$ cat config.mk
export PLATFORM = sky130hd
export DESIGN_NAME = sap_machine_p
export DESIGN_NICKNAME = d
export VERILOG_FILES = /design/src/rtl/sap_machine_p.sv
export SDC_FILE = /design/constraint.sdc
export NUM_CORES = 1
export LEC_CHECK = 0
export BUFFER_PORTS_ARGS = -buffer_cell sky130_fd_sc_hd__buf_4
export CORE_UTILIZATION = 50
export CTS_CLUSTER_DIAMETER = 200
export CTS_CLUSTER_SIZE = 40
export DETAILED_ROUTE_END_ITERATION = 10
export PLACE_DENSITY = 0.71
export SYNTH_ARGS = -nofsm -noshare
export SYNTH_HDL_FRONTEND = slang
export SYNTH_SLANG_ARGS = --single-unit
export TNS_END_PERCENT = 20
$ cat constraint.sdc
create_clock -name clk -period 4 [get_ports clk]
set_clock_uncertainty 0.2 [all_clocks]
set_input_delay 0.6 -clock clk [delete_from_list [all_inputs] [get_ports clk]]
set_output_delay 0.6 -clock clk [all_outputs]
set_load 0.02 [all_outputs]
$ cat src/rtl/sap_machine_p.sv
// sap_machine_p: parametrised SAP-style accumulator CPU. Unified RAM, A/B/IR/PC/MAR,
// adder/subtractor with C/Z flags, micro-sequenced fetch/execute, RAM preload while
// in reset or halted, a stalling IN instruction and a ready/valid OUT port.
module sap_machine_p #(
  parameter int    DATA_W    = 8,
  parameter string INIT_FILE = "",
  localparam int   ADDR_W    = DATA_W - 4
) (
  input  logic              clk,
  input  logic              reset,
  input  logic              prog_we,
  input  logic [ADDR_W-1:0] prog_addr,
  input  logic [DATA_W-1:0] prog_data,
  input  logic [DATA_W-1:0] in_data,
  input  logic              in_valid,
  output logic              in_ready,
  output logic [DATA_W-1:0] out_data,
  output logic              out_valid,
  input  logic              out_ready,
  output logic              halted,
  output logic [ADDR_W-1:0] dbg_pc
);

  typedef enum logic [2:0] {F0, F1, X0, X1, X2, HALT} state_t;

  typedef enum logic [3:0] {
    OP_NOP = 4'h0, OP_LDA = 4'h1, OP_ADD = 4'h2, OP_SUB = 4'h3,
    OP_STA = 4'h4, OP_LDI = 4'h5, OP_JMP = 4'h6, OP_JC  = 4'h7,
    OP_JZ  = 4'h8, OP_JNC = 4'h9, OP_JNZ = 4'hA, OP_IN  = 4'hD,
    OP_OUT = 4'hE, OP_HLT = 4'hF
  } op_t;

  state_t            state_q;
  logic [ADDR_W-1:0] pc_q, mar_q;
  logic [DATA_W-1:0] a_q, b_q, ir_q, out_data_q;
  logic              c_q, z_q, out_valid_q, halted_q;
  logic [DATA_W-1:0] mem_q [2**ADDR_W];

  logic [3:0]        opcode;
  logic [ADDR_W-1:0] operand;
  logic [DATA_W-1:0] ram_rd, alu_b;
  logic [DATA_W:0]   alu_full;
  logic              sta_we, prog_ok;

  assign opcode  = ir_q[DATA_W-1 -: 4];
  assign operand = ir_q[ADDR_W-1:0];
  assign ram_rd  = mem_q[mar_q];
  assign sta_we  = (state_q == X1) && (opcode == OP_STA);
  assign prog_ok = prog_we && (reset || halted_q);

  assign in_ready  = !reset && (state_q == X0) && (opcode == OP_IN) && in_valid;
  assign out_data  = out_data_q;
  assign out_valid = out_valid_q;
  assign halted    = halted_q;
  assign dbg_pc    = pc_q;

  // Adder/subtractor: subtraction as A + ~B + 1, carry out doubles as no-borrow.
  always_comb begin
    alu_b    = (opcode == OP_SUB) ? ~b_q : b_q;
    alu_full = {1'b0, a_q} + {1'b0, alu_b} + (DATA_W+1)'(opcode == OP_SUB);
  end

  // RAM write port: CPU store wins over the external programming port.
  always_ff @(posedge clk) begin
    if (sta_we) begin
      mem_q[mar_q] <= a_q;
    end else if (prog_ok) begin
      mem_q[prog_addr] <= prog_data;
    end
  end

  // Fetch/execute sequencer with all architectural registers.
  always_ff @(posedge clk) begin
    if (reset) begin
      state_q     <= F0;
      pc_q        <= '0;
      mar_q       <= '0;
      a_q         <= '0;
      b_q         <= '0;
      ir_q        <= '0;
      c_q         <= 1'b0;
      z_q         <= 1'b0;
      out_data_q  <= '0;
      out_valid_q <= 1'b0;
      halted_q    <= 1'b0;
    end else begin
      unique case (state_q)
        F0: begin
          mar_q   <= pc_q;
          state_q <= F1;
        end
        F1: begin
          ir_q    <= ram_rd;
          pc_q    <= pc_q + ADDR_W'(1);
          state_q <= X0;
        end
        X0: begin
          state_q <= F0;
          case (opcode)
            OP_LDA, OP_ADD, OP_SUB, OP_STA: begin
              mar_q   <= operand;
              state_q <= X1;
            end
            OP_LDI: a_q <= DATA_W'(operand);
            OP_JMP: pc_q <= operand;
            OP_JC:  if (c_q)  pc_q <= operand;
            OP_JZ:  if (z_q)  pc_q <= operand;
            OP_JNC: if (!c_q) pc_q <= operand;
            OP_JNZ: if (!z_q) pc_q <= operand;
            OP_IN: begin
              if (in_valid) a_q <= in_data;
              else          state_q <= X0;
            end
            OP_OUT: begin
              out_data_q  <= a_q;
              out_valid_q <= 1'b1;
              state_q     <= X1;
            end
            OP_HLT: begin
              halted_q <= 1'b1;
              state_q  <= HALT;
            end
            default: ;
          endcase
        end
        X1: begin
          state_q <= F0;
          case (opcode)
            OP_LDA: a_q <= ram_rd;
            OP_ADD, OP_SUB: begin
              b_q     <= ram_rd;
              state_q <= X2;
            end
            OP_OUT: begin
              if (out_ready) out_valid_q <= 1'b0;
              else           state_q <= X1;
            end
            default: ;
          endcase
        end
        X2: begin
          a_q     <= alu_full[DATA_W-1:0];
          c_q     <= alu_full[DATA_W];
          z_q     <= (alu_full[DATA_W-1:0] == '0);
          state_q <= F0;
        end
        HALT: ;
        default: state_q <= F0;
      endcase
    end
  end

endmodule

==> metrics.md <==
| Metric | Value |
|---|---|
| Clock slew seen by the registers of the worst setup and hold paths | `0.07 ns` |
| Period Utilization, post-route | `87.3%` |
| Remaining max-slew budget at the tightest pin | `42.4%` |
| Post-Synthesis Cell Area | `0.00777 mm^2` |
| Number of buffer and inverter instances along the worst setup path | `1` |
| Number of buffers created by CTS | `17` |
| Number of slew-limit violations in the final report | `0` |
| Multi-input logic area | `0.00275 mm^2` |
| Root cell of the clock tree | `clkbuf_16` |
| Antenna cell count | `0` |
| Synthesized flop and latch total | `179` |
| GPL Wtd Cong | `0.898` |
| Source of the worst register-to-register timing path | `ir_q[5]$_SDFFE_PP0P_` |
| Clock insertion delay at the later pin of the skew report | `0.43 ns` |
| Most common cell on crit path | `xor2_1` |
| TritonCTS clock tree | `built` |
| Number of top-level pins | `40` |
| Fraction of final layout cells sized beyond drive strength 1 | `22.1%` |
| Count of instances resized after the clock tree is built | `0` |
| Global-route track usage on met1 | `30.7%` |
| Most common library cell in the layout ignoring fill and taps | `edfxtp_1` |
| Detail Placement HPWL | `12100 um` |
| Vias post-DR | `4815` |
| Post-DR wirelength/cell | `22.2 um` |
| Detailed-router iteration count before antenna repair | `5` |
| Rows | `45` |
| Hold Fails Final Rpt | `0` |
| Clock share of power | `39.9%` |
| Number of DRC markers after the initial detailed-route iteration | `444` |
| Antenna viol nets, final | `0` |
| Register area share after synthesis | `62.6%` |
| Critical path class | `reg2reg` |
| Signal arrival time at the worst endpoint | `3.63 ns` |
| Overall die height | `127 um` |
| Cell-internal power | `3.11 mW` |
| Layout area overhead | `14.0%` |
| Final instance count without filler cells | `794` |
| Maxcap violations | `0` |
| Final setup vio count | `0` |
| CP Capture Type | `flip-flop` |
| Reg power frac | `50.9%` |
| Max Fclk | `0.286 GHz` |
| Placed Instances | `763` |
| Number of fillers in the final layout | `1183` |
| Standard cell core area | `0.0152 mm^2` |
| Crit path max-delay cell type | `or4_1` |
| Routed Wire Length | `17700 um` |
| Via count of the first global-routing pass | `4851` |
| Longest Clk Path Bufs | `2` |
| Synthesized netlist cell count | `551` |
| Hold-fix buffers at CTS | `0` |
| Switching Share | `23.5%` |
| RSZ-0062 raised after global routing | `no` |
| Category of the worst setup path launch point | `flip-flop` |
| Most instantiated flip-flop cell in the synthesis netlist | `edfxtp_1` |
| Cell variety after synth | `58` |
| Power per cell area | `458 mW/mm^2` |
| Residual DRC count | `0` |
| Number of clock sinks | `179` |
| Antenna violations before repair | `0` |
| Critical path's top delay family | `simple AND/OR/NAND/NOR gates` |
| Vias per std cell | `6.06` |
| CTS H-Tree Depth | `4` |
| Starting density of the core | `51.1%` |
| Min-Delay Startpoint | `out_valid$_SDFFE_PP0P_` |
| Largest cells by area after synthesis | `edfxtp_1 49%, dfxtp_1 13%, mux4_2 11%` |
| Crit Path Max Fanout | `9` |
| Tightest Hold Check Type | `reg2reg` |
| Count of warnings emitted by yosys | `0` |
| Remaining Overflow, GRT | `0` |
| Largest area contributor in the synthesized netlist | `edfxtp_1` |
| Floorplan die width | `127 um` |
| Leading cell types in the layout, fill and taps excluded | `128 x edfxtp_1, 61 x nor2_1, 53 x buf_4, 50 x dfxtp_1` |
| Total power | `4.06 mW` |
| Postcts setup bufs | `0` |
| Mapped Nets | `585` |
| Area enclosed by the die boundary | `0.0161 mm^2` |
| Worst voltage drop across the vdd grid | `0.309 mV` |
| Global routing met2 resource utilization | `39.7%` |
| Register area | `0.00487 mm^2` |
| Global-route wire length before repair | `27800 um` |
| Fraction of synthesized cell area taken by the top area cell type | `49.4%` |
| Post-synthesis async set-or-reset flop share | `0%` |
| Count of buffers from port buffering | `39` |
| CP peak stage delay | `0.52 ns` |
| Worst setup startpoint | `ir_q[5]$_SDFFE_PP0P_` |
| GRT Total Usage | `23.8%` |
| Count of nets after finishing | `628` |
| Busiest layer in global routing | `met2` |
| Average cell area after synthesis | `14.1 um^2` |
| Leakage | `3.16 nW` |
| Post-layout minimum cycle time | `3.49 ns` |
| Pin count of the biggest net entering global routing | `51` |
| Switching component of the power | `955 uW` |
| Number of synthesized flops with an enable pin | `128` |
| Met3 demand-to-capacity share in global routing | `5.31%` |
| Critical path, cell by cell | `nor4bb_2, buf_4, xor2_1, ha_1, and3b_1, a221o_1, or2_1, xor2_1, or4_1, o31ai_2` |
| Required time of the worst setup path | `4.14 ns` |
| Run status | `completed` |
| Sum of negative setup slack | `0 ns` |
| Part of the power in combinational logic | `9.2%` |
| Pin slew with the least headroom to its limit | `0.863 ns` |
final cells by class:
cell class | count | share of cell area [%]
sequential | 179 | 54.9
tap | 188 | 2.65
timing repair buffer | 54 | 4.71
clock inverter | 12 | 1.47
inverter | 9 | 0.381
multi-input combinational | 333 | 31.0
clock buffer | 19 | 4.88
metrics by stage:
step	hold slack, ns	cell area [um^2]	utilization [%]	setup WS, ns
after floorplan	0.244	7770	-	0.797
after global placement	0.269	8300	54.6	0.718
after detailed placement	0.275	8300	54.6	0.603
after CTS	0.287	8870	58.3	0.528
after global routing	0.329	8870	58.3	0.267
final	0.282	8870	58.3	0.507
kinds of logic after synthesis:
kind of cell | count (synthesis) | share of synthesized area, %
XOR/XNOR | 15 | 1.69
flip-flops | 179 | 62.6
buffers and inverters | 39 | 2.12
AND/OR/NAND/NOR | 150 | 9.12
adder cells (fa/ha/maj) | 9 | 1.54
AO/OA/AOI/OAI | 87 | 7.56
multiplexers | 72 | 15.4
flip-flops by register name, indices dropped and copies added, names as in the netlist, named ones only:
name       count
mem_q        128
a_q            8
b_q            8
ir_q           8
out_data       8
dbg_pc         4
mar_q          4
state_q        3
c_q            1
halted         1
out_valid      1
z_q            1
cells in the mapped netlist, types with 3 or more instances:
cell type  instances
nand2b_1           8
a211oi_1          16
nor2b_1            7
buf_1              4
ha_1               8
a221oi_1           3
nand2_1           37
o21ai_0            9
a21o_1             6
a31oi_1            6
buf_2              5
xor2_1            10
mux4_2            37
nor2_1            61
mux2i_1           25
clkbuf_1          18
a21oi_1           28
nor3_1             9
edfxtp_1         128
nand4_1            3
dfxtp_1           51
nand3_1            3
nor3b_1            3
xnor2_1            5
inv_1              9
mux2_2            10
layer usage:
metal  vias to the layer above  routed length, um
met5                         -                  0
met4                         0                443
met3                        32                991
met2                       142               8810
met1                      2447               7420
li1                       2194                  -
final timing paths:
check / slack [ns] / endpoint / cells past startpoint
setup / recovery: 0.51 / z_q$_SDFFE_PP0P_ / 10
hold / removal: 0.28 / out_valid$_SDFFE_PP0P_ / 2
setup reg to reg: 0.51 / z_q$_SDFFE_PP0P_ / 10
hold reg to reg: 0.28 / out_valid$_SDFFE_PP0P_ / 2
power by group through the flow:
| stage | clock network (mW) | logic [mW] | registers, mW |
|---|---|---|---|
| CTS | 1.63 | 0.379 | 2.07 |
| global placement | 0 | 0.370 | 2.10 |
| floorplan | 0 | 0.271 | 2.09 |
| finish | 1.62 | 0.375 | 2.07 |
| detailed placement | 0 | 0.378 | 2.11 |
| global route | 1.72 | 0.409 | 2.07 |
worst register-to-register path: cells and delay by family, from the launching register on:
| kind | cells | cell delay [ns] |
|---|---|---|
| AOI/OAI and AO/OA | 2 | 0.53 |
| xor gates and xnor gates | 2 | 0.41 |
| adders and majority gates | 1 | 0.28 |
| buffers and inverters | 1 | 0.23 |
| DFF | 1 | 0.47 |
| and+or+nand+nor | 4 | 1.27 |
Note: power is estimated with default switching activity, not from simulation.
